<file path="config.mk">
export PLATFORM = sky130hd
export DESIGN_NAME = integer_issue_unit
export DESIGN_NICKNAME = d
export VERILOG_FILES = /design/src/rtl/int_pkg.sv /design/src/rtl/integer_alu.sv /design/src/rtl/integer_issue_unit.sv
export SDC_FILE = /design/constraint.sdc
export NUM_CORES = 1
export LEC_CHECK = 0
export ABC_AREA = 1
export BUFFER_PORTS_ARGS = -buffer_cell sky130_fd_sc_hd__clkbuf_2
export CORE_ASPECT_RATIO = 1.1
export CORE_UTILIZATION = 26
export DETAILED_ROUTE_END_ITERATION = 8
export PLACE_DENSITY_LB_ADDON = 0.25
export SLEW_MARGIN = 0
export SYNTH_ARGS = -nofsm -noshare
export SYNTH_HDL_FRONTEND = slang
export SYNTH_SLANG_ARGS = --single-unit
export TNS_END_PERCENT = 30
</file>
<file path="constraint.sdc">
create_clock -name clk -period 24.4 [get_ports clk]
set_input_delay 3.66 -clock clk [delete_from_list [all_inputs] [get_ports clk]]
set_output_delay 3.66 -clock clk [all_outputs]
set_load 0.005 [all_outputs]
</file>
<file path="src/rtl/int_pkg.sv">
// Shared types and constants for the integer issue unit: ALU opcodes, CDB layout,
// reservation-station entry format and the wrap-aware age comparison.
package int_pkg;

    localparam int CDB_W     = 38;
    localparam int ROB_TAG_W = 6;
    localparam int DATA_W    = 32;
    localparam int SEQ_W     = 4;

    localparam logic [ROB_TAG_W-1:0] NO_TAG = 6'd0;

    typedef enum logic [3:0] {
        ADD  = 4'd0,
        SUB  = 4'd1,
        AND  = 4'd2,
        OR   = 4'd3,
        XOR  = 4'd4,
        SLL  = 4'd5,
        SRL  = 4'd6,
        SRA  = 4'd7,
        SLT  = 4'd8,
        SLTU = 4'd9
    } alu_op_t;

    // An unresolved source keeps its ROB tag in the low bits of the operand field.
    typedef struct packed {
        logic                 valid;
        alu_op_t              op;
        logic [ROB_TAG_W-1:0] rob_dest;
        logic                 src1_valid;
        logic [DATA_W-1:0]    src1;
        logic                 src2_valid;
        logic [DATA_W-1:0]    src2;
        logic [SEQ_W-1:0]     seq;
    } rs_entry_t;

    // True when sequence a was stamped before b, valid while live entries span < 8 stamps.
    function automatic logic seq_older(input logic [SEQ_W-1:0] a, input logic [SEQ_W-1:0] b);
        logic [SEQ_W-1:0] diff;
        diff = a - b;
        return diff[SEQ_W-1];
    endfunction

endpackage

</file>
<file path="src/rtl/integer_alu.sv">
// Single-cycle combinational integer ALU; unknown opcodes produce zero.
module integer_alu
    import int_pkg::*;
(
    input  alu_op_t           op,
    input  logic [DATA_W-1:0] a,
    input  logic [DATA_W-1:0] b,
    output logic [DATA_W-1:0] result
);

    always_comb begin
        result = '0;
        case (op)
            ADD:     result = a + b;
            SUB:     result = a - b;
            AND:     result = a & b;
            OR:      result = a | b;
            XOR:     result = a ^ b;
            SLL:     result = a << b[4:0];
            SRL:     result = a >> b[4:0];
            SRA:     result = $unsigned($signed(a) >>> b[4:0]);
            SLT:     result = {{(DATA_W-1){1'b0}}, ($signed(a) < $signed(b))};
            SLTU:    result = {{(DATA_W-1){1'b0}}, (a < b)};
            default: result = '0;
        endcase
    end

endmodule

</file>
<file path="src/rtl/integer_issue_unit.sv">
// Integer reservation station with oldest-ready select and registered CDB broadcast.
// Define INT_IU_BYPASS_EN to let select consume the live CDB value in the broadcast cycle.
module integer_issue_unit
    import int_pkg::*;
#(
    parameter int unsigned RS_DEPTH = 4
) (
    input  logic                 clk,
    input  logic                 reset,
    input  logic                 dp_to_rs,
    input  logic [3:0]           dp_alu_op,
    input  logic [ROB_TAG_W-1:0] dp_rob_dest,
    input  logic                 dp_src1_valid,
    input  logic [DATA_W-1:0]    dp_src1,
    input  logic                 dp_src2_valid,
    input  logic [DATA_W-1:0]    dp_src2,
    output logic                 rs_is_full,
    output logic [CDB_W-1:0]     cdb_integer
);

    localparam int IDX_W = (RS_DEPTH > 1) ? $clog2(RS_DEPTH) : 1;

    rs_entry_t            rs_q [RS_DEPTH];
    logic [SEQ_W-1:0]     seq_q;

    logic [ROB_TAG_W-1:0] cdb_tag;
    logic [DATA_W-1:0]    cdb_data;
    logic                 cdb_live;

    logic [RS_DEPTH-1:0]  valid_vec;
    logic [RS_DEPTH-1:0]  ready_vec;
    logic [DATA_W-1:0]    opa [RS_DEPTH];
    logic [DATA_W-1:0]    opb [RS_DEPTH];

    logic                 issue_vld;
    logic [IDX_W-1:0]     issue_idx;
    logic                 free_vld;
    logic [IDX_W-1:0]     free_idx;
    logic                 alloc;
    rs_entry_t            new_entry;
    logic [DATA_W-1:0]    alu_result;

    assign cdb_tag    = cdb_integer[CDB_W-1:DATA_W];
    assign cdb_data   = cdb_integer[DATA_W-1:0];
    assign cdb_live   = (cdb_tag != NO_TAG);
    assign rs_is_full = &valid_vec;
    assign alloc      = dp_to_rs && !rs_is_full;

    // Operand readiness; with bypass a source matching the live CDB tag is ready now.
    always_comb begin
        for (int unsigned i = 0; i < RS_DEPTH; i++) begin
            logic r1;
            logic r2;
            valid_vec[i] = rs_q[i].valid;
            r1     = rs_q[i].src1_valid;
            r2     = rs_q[i].src2_valid;
            opa[i] = rs_q[i].src1;
            opb[i] = rs_q[i].src2;
`ifdef INT_IU_BYPASS_EN
            if (!rs_q[i].src1_valid && cdb_live && rs_q[i].src1[ROB_TAG_W-1:0] == cdb_tag) begin
                r1     = 1'b1;
                opa[i] = cdb_data;
            end
            if (!rs_q[i].src2_valid && cdb_live && rs_q[i].src2[ROB_TAG_W-1:0] == cdb_tag) begin
                r2     = 1'b1;
                opb[i] = cdb_data;
            end
`endif
            ready_vec[i] = rs_q[i].valid && r1 && r2;
        end
    end

    always_comb begin
        issue_vld = 1'b0;
        issue_idx = '0;
        for (int unsigned i = 0; i < RS_DEPTH; i++) begin
            if (ready_vec[i] && (!issue_vld || seq_older(rs_q[i].seq, rs_q[issue_idx].seq))) begin
                issue_vld = 1'b1;
                issue_idx = IDX_W'(i);
            end
        end
    end

    always_comb begin
        free_vld = 1'b0;
        free_idx = '0;
        for (int unsigned i = 0; i < RS_DEPTH; i++) begin
            if (!rs_q[i].valid && !free_vld) begin
                free_vld = 1'b1;
                free_idx = IDX_W'(i);
            end
        end
    end

    // A source whose tag is on the CDB right now is captured as a value at dispatch.
    always_comb begin
        new_entry          = '0;
        new_entry.valid    = 1'b1;
        new_entry.op       = alu_op_t'(dp_alu_op);
        new_entry.rob_dest = dp_rob_dest;
        new_entry.seq      = seq_q;
        new_entry.src1     = dp_src1;
        new_entry.src2     = dp_src2;
        new_entry.src1_valid = dp_src1_valid;
        new_entry.src2_valid = dp_src2_valid;
        if (!dp_src1_valid && cdb_live && dp_src1[ROB_TAG_W-1:0] == cdb_tag) begin
            new_entry.src1_valid = 1'b1;
            new_entry.src1       = cdb_data;
        end
        if (!dp_src2_valid && cdb_live && dp_src2[ROB_TAG_W-1:0] == cdb_tag) begin
            new_entry.src2_valid = 1'b1;
            new_entry.src2       = cdb_data;
        end
    end

    integer_alu u_alu (
        .op     (rs_q[issue_idx].op),
        .a      (opa[issue_idx]),
        .b      (opb[issue_idx]),
        .result (alu_result)
    );

    // Allocation only targets an invalid slot and wakeup/issue only valid ones, so the writes never collide.
    always_ff @(posedge clk or negedge reset) begin
        if (!reset) begin
            for (int unsigned i = 0; i < RS_DEPTH; i++) begin
                rs_q[i] <= '0;
            end
            seq_q       <= '0;
            cdb_integer <= '0;
        end else begin
            for (int unsigned i = 0; i < RS_DEPTH; i++) begin
                if (rs_q[i].valid && cdb_live) begin
                    if (!rs_q[i].src1_valid && rs_q[i].src1[ROB_TAG_W-1:0] == cdb_tag) begin
                        rs_q[i].src1_valid <= 1'b1;
                        rs_q[i].src1       <= cdb_data;
                    end
                    if (!rs_q[i].src2_valid && rs_q[i].src2[ROB_TAG_W-1:0] == cdb_tag) begin
                        rs_q[i].src2_valid <= 1'b1;
                        rs_q[i].src2       <= cdb_data;
                    end
                end
            end
            if (issue_vld) begin
                rs_q[issue_idx].valid <= 1'b0;
            end
            if (alloc && free_vld) begin
                rs_q[free_idx] <= new_entry;
                seq_q          <= seq_q + 1'b1;
            end
            cdb_integer <= issue_vld ? {rs_q[issue_idx].rob_dest, alu_result} : '0;
        end
    end

endmodule

</file>
==> results.md, run 1 <==
- Max_slew headroom: 23.99%
- HP Class: register to register
- Final count of negative-setup-slack endpoints: 0
- Hold Crit Depth: 2
- Wire per inst: around 22 um
- Hold Buf Count CTS: 0
- Final #Nets: 4356
- FF-to-FF setup slack: 12840 ps
- CP peak stage delay: around 1100 ps
- Setup tns final: 0 ps
- Hold Vio Cnt, Final: 0
- Die width: 316.9 um
- Final Max Tran Viols: 0
- Clock-pin slew on the worst setup and hold paths: 60 ps
- Vias per cell: roughly 5.2
- Crit Path Max Fanout: between 50 and 60
- Startpoint Class: register
- Worst EP arrival: 12020 ps
- Vias: 29457
- Post-route ant nets: 0
- # rows: 126
- Status: complete, no violations
- Area after DPL: about 30000 um^2
- # IOs: 118
- Tmin final: approximately 12000 ps
- Antenna violations before repair: 8
- Final period utilization: 47.37%
- Root Buffer: clkbuf_16
- FFs w/ async S/R, synth: 100.0%
- RSZ-0062 raised after global routing: no
- Max cap viols: 0
- H-tree depth: 2
- Slowest stage cell, crit path: dfrtp_2
- Residual DRC: 0
- Final WL: 123.2 mm
- Min-Delay Endpoint: rs_q[75]
- TritonCTS clock tree: done
- Reg2reg end: cdb_integer[22]
- Post-cts sizing count: 0
- Crit Reg-Reg Startpoint: rs_q[198]
- Kind of critical path: register to register
- Yosys reg bits: 366
- Sequential area share after synthesis: 32.29%
- Hold path start: rs_q[75]
- DP HPWL: between 80 and 90 mm
- Most common cell after layout, fill and taps aside: nand2_1
- GRT overflow: 0
- Avg Cell Area, Syn: 6.696 um^2
- CTS max path bufs: 3
- Most frequent CP cell: nand2_1
- Cell area after synthesis: 28370 um^2
- EDFF count, synth: 0
- Gr usage total: 21.98%
- Largest net degree at the start of global routing: between 100 and 150
- 1st-pass router iterations: 7
- Clk sinks: 366
- Core Box Area: ~110000 um^2
- Initial Util: 26.34%
- Initial drt markers: between 2000 and 3000
- R2R depth: 49
- Finished Cell Area: 31420 um^2
- Num CTS Buffers: between 40 and 50
- Cell count after synthesis: 4236
- Post-synth top flop: dfrtp_1
- Vias in the first global route: 28282
- Required @ worst endpoint: approximately 25000 ps
- Routability cong.: 0.9965
- Synth cell types: 53
- Die Y: approximately 350 um
- First-pass GRT wire length: 184.9 mm
- Area added between synthesis and finish: 10.75%
- Ratio of cells with drive above 1 in the final layout: 7.542%
- DIE AREA: 110400 um^2
- Port buffer count: 117
- Yosys warns: 0
- Critical Path Sink Type: register
- Syn_nets: 4421
- Fin Clk Skew: 30.12 ps
- Clk Latency, worst-skew pair: about 600 ps
- Post-CTS setup buffers: 0
- FMAX: 0.08653 GHz
- Most frequent cells in the layout: nand2_1, inv_1, o21ai_0
- Worst-Margin Slew: 1137 ps
through the flow:
stage | utilization, % | hold WS (ps) | worst slack (ps) | std cells
final | 29.18 | 480.8 | 12840 | 5613
after detailed placement | 27.85 | 468.2 | 13150 | 5532
after CTS | 29.17 | 482.6 | 13090 | 5611
after global routing | 29.17 | 511.5 | 12130 | 5612
after floorplan | - | 447.9 | 16220 | 4236
after global placement | 27.85 | 466.5 | 13330 | 5532
kinds of logic after synthesis:
kind of cell / share of synthesized area [%]
AOI/OAI and AO/OA: 21.40
xor gates and xnor gates: 1.698
adders and majority gates: 4.729
buffers and inverters: 11.62
DFF: 32.29
and+or+nand+nor: 28.27
worst max-delay path: cells and delay by family, from the launching register on:
kind	cells	cell delay (ps)
AO/OA/AOI/OAI	15	3570
XOR/XNOR	1	200
adder cells (fa/ha/maj)	3	860
buffers and inverters	8	2160
flip-flops	1	1090
AND/OR/NAND/NOR	22	3510
metal layers:
metal	share of wire [%]	vias up	track usage (%)	wire length, um
met1	44	14111	29.43	53870
met3	6.5	230	3.310	8049
met5	0.033	-	0	41
met2	46	1100	35.16	56200
li1	-	14010	-	-
met4	4.1	6	8.781	5077
synthesized netlist by cell type, types with 71 or more instances:
master	instances	area share, %
nand2_1	1044	14
inv_1	540	7.1
o21ai_0	464	8.2
nand3_1	408	7.2
dfrtp_1	366	32
o211ai_1	236	6.2
clkbuf_1	205	2.7
nor2_1	199	2.6
a21oi_1	139	2.5
ha_1	104	4.6
o22ai_1	72	1.6
nand4_1	71	1.6
registers in the layout (all words and copies together), names as in the netlist:
register,flops
rs_q,68
seq_q,4
opa,128
cdb_integer,38
opb,128
how the worst max path moves through the flow:
stage | from | cells past startpoint | end | slack, ps
after global routing | rs_q[198] | 49 | cdb_integer[22] | 12130
after floorplan | rs_q[164] | 55 | cdb_integer[24] | 16220
final | rs_q[198] | 49 | cdb_integer[22] | 12840
after global placement | rs_q[198] | 49 | cdb_integer[22] | 13330
after detailed placement | rs_q[198] | 49 | cdb_integer[22] | 13150
after CTS | rs_q[198] | 49 | cdb_integer[22] | 13090
area by class of cell:
type                    instances  area (um^2)
diodes                          2        5.005
clock buffers                  66         1305
clock inverters                13        120.1
fillers                     12027        76260
inverters                     565         2123
multi-input cells            3031        15990
flip-flops and latches        366         9160
well taps                    1408         1762
repair buffers                162        945.9
Power of run 1 is not shown: default switching activity piles up to over one toggle a cycle in this logic, so the estimate is an artifact.
==> run 2: changes to the inputs <==
--- a/config.mk
+++ b/config.mk
@@ -5,7 +5,7 @@
 export SDC_FILE = /design/constraint.sdc
 export NUM_CORES = 1
 export LEC_CHECK = 0
-export ABC_AREA = 1
+export ABC_AREA = 0
 export BUFFER_PORTS_ARGS = -buffer_cell sky130_fd_sc_hd__clkbuf_2
 export CORE_ASPECT_RATIO = 1.1
 export CORE_UTILIZATION = 26
==> constraint.sdc (replaced) <==
create_clock -name clk -period 12 [get_ports clk]
set_input_delay 1.8 -clock clk [delete_from_list [all_inputs] [get_ports clk]]
set_output_delay 1.8 -clock clk [all_outputs]
set_load 0.005 [all_outputs]
==> results.md, run 2 <==
- FFs w/ async S/R, synth: 100.0%
- Top-count cell post-synth: nor2_1
- Initial Util: 26.20%
- Post-cts sizing count: 0
- FF-to-FF setup slack: 1540 ps
- Clk Latency, worst-skew pair: 600 ps
- R2R depth: 39
- Avg Cell Area, Syn: ~7.6 um^2
- Most common cell after layout, fill and taps aside: nor2_1
- CTS max path bufs: 3
- # IOs: roughly 120
- Fin Clk Skew: 23.72 ps
- Crit path from: rs_q[164]
- Critical Path Sink Type: register
- Worst hold slack: ~470 ps
- Reg2reg end: cdb_integer[30]
- Required @ worst endpoint: between 10000 and 15000 ps
- Slowest stage cell, crit path: o41ai_1
- 1st-pass router iterations: 5
- Num CTS Buffers: 43
- Yosys reg bits: 366
- Cell area after synthesis: around 28000 um^2
- Synth cell types: 85
- Vias: 28467
- Residual DRC: 0
- Wire per inst: 26.34 um
- H-tree depth: 2
- Port buffer count: 117
- Routability cong.: 1.061
- RSZ-0062 raised after global routing: no
- Clock-pin slew on the worst setup and hold paths: 60 ps
- Syn_nets: 3840
- Antenna violations before repair: 5
- Sequential area share after synthesis: 33.11%
- Hold Buf Count CTS: 0
- Gr usage total: between 20% and 30%
- Most frequent cells in the layout: nor2_1, nand2_1, dfrtp_1
- DP HPWL: 95.87 mm
- Placed Cells incl. Taps: 4984
- Largest net degree at the start of global routing: 140
- GRT overflow: 0
- Final Max Tran Viols: 0
- Die width: 313.0 um
- Startpoint Class: register
- Setup tns final: 0 ps
- Cell count after synthesis: 3655
- Worst EP arrival: between 10000 and 15000 ps
- Vias in the first global route: approximately 27000
- Setup crit end: cdb_integer[30]
- Final period utilization: roughly 87%
- # rows: 125
- HP Class: register to register
- Top cell type's share of synthesized area: 33.11%
- FMAX: 0.09557 GHz
- Finished Layout Cells: ~5100
- Area leader, netlist: dfrtp_1
- Die Y: 344.1 um
- Tmin final: around 10000 ps
- Status: complete, no violations
- Kind of critical path: register to register
- Vias per cell: 5.631
- Yosys warns: 0
- Max cap viols: 0
- Post-CTS setup buffers: 0
- Final count of negative-setup-slack endpoints: 0
- Final #Nets: 3817
- Synth top area cells: dfrtp_1, nor2_1, nand2_1, o22ai_1, mux2i_1
- Crit Path Max Fanout: 29
- Post-synth top flop: dfrtp_1
- Root Buffer: clkbuf_16
- First-pass GRT wire length: around 190 mm
- Util after Layout: 29.49%
- Hold Vio Cnt, Final: 0
- Post-route ant nets: 0
- Max_slew headroom: 11.54%
- Ratio of cells with drive above 1 in the final layout: 12.03%
- DIE AREA: about 110000 um^2
- Core Box Area: 105600 um^2
- Initial drt markers: roughly 2500
- TritonCTS clock tree: done
- Worst-Margin Slew: ~1300 ps
- Synth top cells by count: nor2_1, nand2_1, dfrtp_1
- Area added between synthesis and finish: 12.54%
- Clk sinks: 366
- Crit Reg-Reg Startpoint: rs_q[164]
- Final WL: 133.1 mm
- CP peak stage delay: 680 ps
- EDFF count, synth: 0
## run 2: area by class of cell
cell class / count / area, um^2
flip-flops and latches: 366 / 9160
repair buffers: 206 / 1289
clock inverters: 11 / 95.09
inverters: 98 / 367.9
fillers: 11510 / 74440
multi-input cells: 2917 / 17290
diodes: 1 / 2.502
clock buffers: 59 / 1176
well taps: 1397 / 1748
## run 2: kinds of logic after synthesis
group | after synthesis | synth area share, %
and+or+nand+nor | 1586 | 23.50
buffers and inverters | 372 | 5.396
adders and majority gates | 106 | 4.849
AOI/OAI and AO/OA | 896 | 21.01
DFF | 366 | 33.11
xor gates and xnor gates | 84 | 2.660
muxes | 245 | 9.476
## run 2: worst min-delay path by stage
stage | slack [ps] | end | cells past startpoint | startpoint
final | 470 | rs_q[158] | 2 | rs_q[158]
after floorplan | 440 | rs_q[157] | 2 | rs_q[157]
after detailed placement | 460 | rs_q[157] | 2 | rs_q[157]
after global routing | 490 | rs_q[151] | 2 | rs_q[151]
after global placement | 460 | rs_q[157] | 2 | rs_q[157]
after CTS | 470 | rs_q[157] | 2 | rs_q[157]
## run 2: per-stage QoR
stage / setup WS (ps) / instance area (um^2)
floorplan: 1165 / 27660
global placement: 1829 / 29860
detailed placement: 1711 / 29860
CTS: 1679 / 31130
global route: 847.4 / 31130
finish: 1536 / 31130
## run 2: worst max-delay path, delay by kind of cell (launching register included)
| family | cells | cell delay, ps |
|---|---|---|
| AOI/OAI and AO/OA | 22 | 5840 |
| adders and majority gates | 4 | 1240 |
| buffers and inverters | 3 | 980 |
| DFF | 1 | 390 |
| muxes | 2 | 890 |
| and+or+nand+nor | 8 | 930 |
## run 2: layer usage
layer  up-vias  wire [um]  track usage [%]
li1      12789          -                -
met1     14115      56050            31.03
met2      1258      60390            38.94
met3       301       9002            3.427
met4         4       7665            12.61
met5         -         28                0
Power of run 2 is left out for the same reason.
